**src/rtl/dual_input_debouncer.sv**
```systemverilog
// Conditions two raw asynchronous inputs into clean synchronous levels, with
// per-channel edge pulses and a combined settled flag for the downstream FSM.
module dual_input_debouncer #(
  parameter int unsigned SYNC_STAGES     = 2,
  parameter int unsigned DEBOUNCE_CYCLES = 4
) (
  input  logic clk,
  input  logic reset,
  input  logic raw_a,
  input  logic raw_b,
  output logic a,
  output logic b,
  output logic a_rise,
  output logic a_fall,
  output logic b_rise,
  output logic b_fall,
  output logic settled
);

  localparam int unsigned CNT_W = $clog2(DEBOUNCE_CYCLES + 1);
  localparam int unsigned NCH   = 2;
  localparam logic [CNT_W-1:0] CNT_ONE  = CNT_W'(1);
  localparam logic [CNT_W-1:0] CNT_LAST = CNT_W'(DEBOUNCE_CYCLES - 1);
  localparam bit DIRECT = (DEBOUNCE_CYCLES == 1);

  typedef enum logic [1:0] {
    STABLE_LO = 2'd0,
    GO_HI     = 2'd1,
    STABLE_HI = 2'd2,
    GO_LO     = 2'd3
  } state_e;

  logic [SYNC_STAGES-1:0] sync_q [NCH];
  logic [SYNC_STAGES-1:0] sync_d [NCH];
  state_e                 state_q [NCH];
  state_e                 state_d [NCH];
  logic [CNT_W-1:0]       cnt_q [NCH];
  logic [CNT_W-1:0]       cnt_d [NCH];
  logic [NCH-1:0]         out_q, out_d;
  logic [NCH-1:0]         rise_q, rise_d;
  logic [NCH-1:0]         fall_q, fall_d;
  logic [NCH-1:0]         raw_vec;
  logic [NCH-1:0]         s_vec;
  logic [NCH-1:0]         stable_vec;

  assign raw_vec = {raw_b, raw_a};

  // Synchronizer shift: raw enters stage 0, the last stage feeds the FSM.
  always_comb begin
    for (int ch = 0; ch < NCH; ch++) begin
      sync_d[ch] = {sync_q[ch][SYNC_STAGES-2:0], raw_vec[ch]};
      s_vec[ch]  = sync_q[ch][SYNC_STAGES-1];
    end
  end

  always_ff @(posedge clk or posedge reset) begin
    if (reset) begin
      for (int ch = 0; ch < NCH; ch++) begin
        sync_q[ch]  <= '0;
        state_q[ch] <= STABLE_LO;
        cnt_q[ch]   <= '0;
      end
      out_q  <= '0;
      rise_q <= '0;
      fall_q <= '0;
    end else begin
      for (int ch = 0; ch < NCH; ch++) begin
        sync_q[ch]  <= sync_d[ch];
        state_q[ch] <= state_d[ch];
        cnt_q[ch]   <= cnt_d[ch];
      end
      out_q  <= out_d;
      rise_q <= rise_d;
      fall_q <= fall_d;
    end
  end

  // Debounce FSM per channel; any sample disagreeing with the pending direction aborts it.
  always_comb begin
    for (int ch = 0; ch < NCH; ch++) begin
      state_d[ch] = state_q[ch];
      cnt_d[ch]   = cnt_q[ch];
      out_d[ch]   = out_q[ch];
      rise_d[ch]  = 1'b0;
      fall_d[ch]  = 1'b0;
      case (state_q[ch])
        STABLE_LO: begin
          if (s_vec[ch]) begin
            if (DIRECT) begin
              state_d[ch] = STABLE_HI;
              out_d[ch]   = 1'b1;
              rise_d[ch]  = 1'b1;
            end else begin
              state_d[ch] = GO_HI;
              cnt_d[ch]   = CNT_ONE;
            end
          end
        end
        GO_HI: begin
          if (!s_vec[ch]) begin
            state_d[ch] = STABLE_LO;
            cnt_d[ch]   = '0;
          end else if (cnt_q[ch] == CNT_LAST) begin
            state_d[ch] = STABLE_HI;
            cnt_d[ch]   = '0;
            out_d[ch]   = 1'b1;
            rise_d[ch]  = 1'b1;
          end else begin
            cnt_d[ch] = cnt_q[ch] + CNT_ONE;
          end
        end
        STABLE_HI: begin
          if (!s_vec[ch]) begin
            if (DIRECT) begin
              state_d[ch] = STABLE_LO;
              out_d[ch]   = 1'b0;
              fall_d[ch]  = 1'b1;
            end else begin
              state_d[ch] = GO_LO;
              cnt_d[ch]   = CNT_ONE;
            end
          end
        end
        GO_LO: begin
          if (s_vec[ch]) begin
            state_d[ch] = STABLE_HI;
            cnt_d[ch]   = '0;
          end else if (cnt_q[ch] == CNT_LAST) begin
            state_d[ch] = STABLE_LO;
            cnt_d[ch]   = '0;
            out_d[ch]   = 1'b0;
            fall_d[ch]  = 1'b1;
          end else begin
            cnt_d[ch] = cnt_q[ch] + CNT_ONE;
          end
        end
        default: begin
          state_d[ch] = STABLE_LO;
          cnt_d[ch]   = '0;
          out_d[ch]   = 1'b0;
        end
      endcase
    end
  end

  always_comb begin
    for (int ch = 0; ch < NCH; ch++) begin
      stable_vec[ch] = (state_q[ch] == STABLE_LO) || (state_q[ch] == STABLE_HI);
    end
  end

  assign a       = out_q[0];
  assign b       = out_q[1];
  assign a_rise  = rise_q[0];
  assign a_fall  = fall_q[0];
  assign b_rise  = rise_q[1];
  assign b_fall  = fall_q[1];
  assign settled = &stable_vec;

endmodule
```
**config.mk**
```make
export PLATFORM = sky130hd
export DESIGN_NAME = dual_input_debouncer
export DESIGN_NICKNAME = d
export VERILOG_FILES = /design/src/rtl/dual_input_debouncer.sv
export SDC_FILE = /design/constraint.sdc
export NUM_CORES = 1
export LEC_CHECK = 0
export ABC_AREA = 1
export CORE_UTILIZATION = 53
export CTS_CLUSTER_SIZE = 24
export DETAILED_ROUTE_END_ITERATION = 10
export GPL_ROUTABILITY_DRIVEN = 0
export PLACE_DENSITY_LB_ADDON = 0.15
export REMOVE_ABC_BUFFERS = 1
export SLEW_MARGIN = 40
export SYNTH_ARGS = -nofsm -noshare
export SYNTH_HDL_FRONTEND = slang
export SYNTH_SLANG_ARGS = --single-unit
```
**constraint.sdc**
```tcl
create_clock -name clk -period 1.1 [get_ports clk]
set_input_delay 0.22 -clock clk [delete_from_list [all_inputs] [get_ports clk]]
set_output_delay 0.22 -clock clk [all_outputs]
set_load 0.02 [all_outputs]
```
==> impl_metrics.csv <==
group,metric,value,unit
detailed_routing,first_iter_violations,13,
floorplan,die_w,43.8,microns
final_layout,fillers,114,
detailed_routing,routed_wl,1.63,mm
sta,hold_slack,228,ps
worst_setup_path,worst_setup_path_end_kind,"output port",
detailed_routing,vias,717,
placed_design,hpwl,1.10,mm
floorplan,rows,14,
floorplan,ioPinCount,11,
global_route,grt.total_usage,0.202,
worst_setup_path,path_class,"reg2out",
worst_setup_path,cp_slowest_stage_delay,390,ps
logic_synthesis,syn_area_per_cell,8.49,sq um
power_and_ir_drop,p_per_area,2230,mW/mm^2
detailed_routing,drc,1,
sta,fmax,0.857,GHz
cts,ctsHoldBuffers,0,
detailed_routing,vias_per_cell,4.94,
cts,clkTransAtPathRegs,110,ps
worst_setup_path,crit_required,880,ps
outcome,violations,"DRC, setup timing",
final_layout,final_layout_size_suffix_gt1_frac,0.357,
detailed_routing,dr.pass1.iters,7,
cts,root_buffer,"clkbuf_4",
final_layout,final_nets,136,
outcome,outcome,"finished with violations",
sta,relSlewSlack,0.843,
power_and_ir_drop,p_leak,0.644,nW
power_and_ir_drop,totalPowerFinal,2.60,mW
sta,min_period,1170,ps
placed_design,numPortBuffers,10,
sta,slew_violations,0,
power_and_ir_drop,max-vdd-ir-drop,0.00145,V
global_route,antenna_found_initial,0,
sta,hold_viol,0,
global_route,grt_pass1_wl,2.79,mm
detailed_routing,wl_per_cell,11.2,microns
cts,cts.sinks,20,
sta,finalCritPeriodShare,1.06,
detailed_routing,ant_nets,0,
cts,clock_path_buffers,2,
worst_setup_path,cp.arrival,950,ps
floorplan,core_area,0.00158,sq mm
global_route,overflow,0,
sta,fin_tns_setup,-67.0,ps
global_route,grt_pass1_vias,682,
logic_synthesis,ys_seq_area_frac,0.541,
cts,htree_levels,1,
worst_setup_path,slowest_stage,"dfrtp_1",
sta,clock_skew,5.31,ps
final_layout,finish.utilization,0.740,
sta,fin_ws,-67.0,ps
worst_setup_path,start_kind,"register",
min_path,hold_path.class,"in2async",
logic_synthesis,synth.largest_area_cell,"dfrtp_1",
final_layout,antenna_cells,0,
cts,clkLatencyLatePin,300,ps
floorplan,die_h,43.8,microns
sta,rsz0062_at_grt,"true",
worst_setup_path,path_cells,"nor2_1, buf_4",
logic_synthesis,yosysTopAreaCellShare,0.541,
cts,cts_made_buffers,3,
cts,cts_tree,"done",
logic_synthesis,ys_warn_count,0,
flow_run,maxCapViolCount,0,
floorplan,die_area,0.00192,sq mm
sta,tightestPinTransition,236,ps
final_layout,areaGrowthSynthToFinish,25.9,%
worst_setup_path,path_max_fanout,2,
logic_synthesis,syn_area,926,sq um
sta,setup_viol,1,
logic_synthesis,synth_cells,109,
floorplan,initial_utilization,0.587,
logic_synthesis,ys_top_cells_by_area,"dfrtp_1, nand2_1, inv_1",
logic_synthesis,ys_ff_latch,20,
logic_synthesis,synth_cell_types,15,
global_route,grt_max_degree,21,
[flip-flops by register name (all words and copies together), names as in the netlist, named ones only]
name	flops
rise_q	2
state_q	2
out_q	2
fall_q	2
cnt_q	6
s_vec	2
sync_d	2
[final timing paths]
| check | endpoint | slack, ps | cells past startpoint | start |
|---|---|---|---|---|
| worst min register to register | s_vec[1] | 360 | 0 | sync_d[1] |
| max in group asynchronous | cnt_q[3] | 740 | 3 | reset |
| min in group clk | sync_d[1] | 340 | 1 | raw_b |
| worst min-delay path | async pin | 230 | 3 | reset |
| worst max-delay path | settled | -70 | 2 | state_q[2] |
| worst max register to register | out_q[1] | 30 | 7 | cnt_q[1] |
[per-layer routing]
metal / wire [microns] / up-vias / share of wire / track usage
met4: 36 / 0 / 0.022 / 0.113
met2: 793 / 15 / 0.49 / 0.331
li1: - / 369 / - / -
met3: 63 / 5 / 0.039 / 0.0250
met1: 736 / 328 / 0.45 / 0.260
met5: 0 / - / 0 / 0
[layout make-up]
type	instances	area, sq um	area share
Tap cell	16	20.0	0.0172
Clock buffer	4	36.3	0.0311
Timing Repair Buffer	16	138	0.118
Sequential cell	20	500	0.429
Inverter	23	88.8	0.0762
Multi-Input combinational cell	66	383	0.328
[where the power goes]
group,switching (mW),internal (mW)
Sequential,0.134,0.909
Combinational,0.651,0.478
Clock,0.224,0.202
[stage by stage]
step,instances,worst slack (ps),area (sq um)
finish,145,-67.0,1170
global route,145,-118,1170
CTS,145,-79.0,1110
detailed placement,140,-183,1100
global placement,140,-182,1100
floorplan,109,73.1,926
[kinds of logic after synthesis]
family                     share of synthesized area
adders and majority gates                     0.0270
DFF                                            0.541
and+or+nand+nor                                0.314
AOI/OAI and AO/OA                             0.0257
buffers and inverters                         0.0933
[synth_stat cells (all sizes together)]
master	n
nand4	2
nor2	15
nand3	8
inv	23
o21ai	4
dfrtp	20
ha	2
nand2	35
[critical path, delay by kind of cell, from the launching register on]
kind / cells / cell delay (ps)
DFF: 1 / 390
buffers and inverters: 1 / 150
and+or+nand+nor: 1 / 110
[cell usage in the layout, fill, tap and decap left out, types with 2 or more instances in the layout]
cell,synthesis,final
nand2_1,27,25
dfrtp_1,20,20
inv_1,16,15
nor2_1,11,9
inv_2,7,7
nand3_1,8,7
nand2_2,6,6
buf_4,0,6
nor2_4,2,4
nand2_4,2,4
buf_2,0,4
clkbuf_4,0,3
clkdlybuf4s50_1,0,3
o21ai_2,1,2
o21ai_1,1,2
nor2_2,2,2
nand4_1,2,2
ha_2,0,2
buf_6,0,2
[repair_timing]
| item | CTS | global route |
|---|---|---|
| pin swaps | 0 | 8 |
| cloned | 0 | 0 |
| buffers inserted | 1 | 1 |
| setup endpoints to repair | 7 | 12 |
| gates resized for setup | 29 | 20 |
Note: power is estimated with default switching activity, not from simulation.
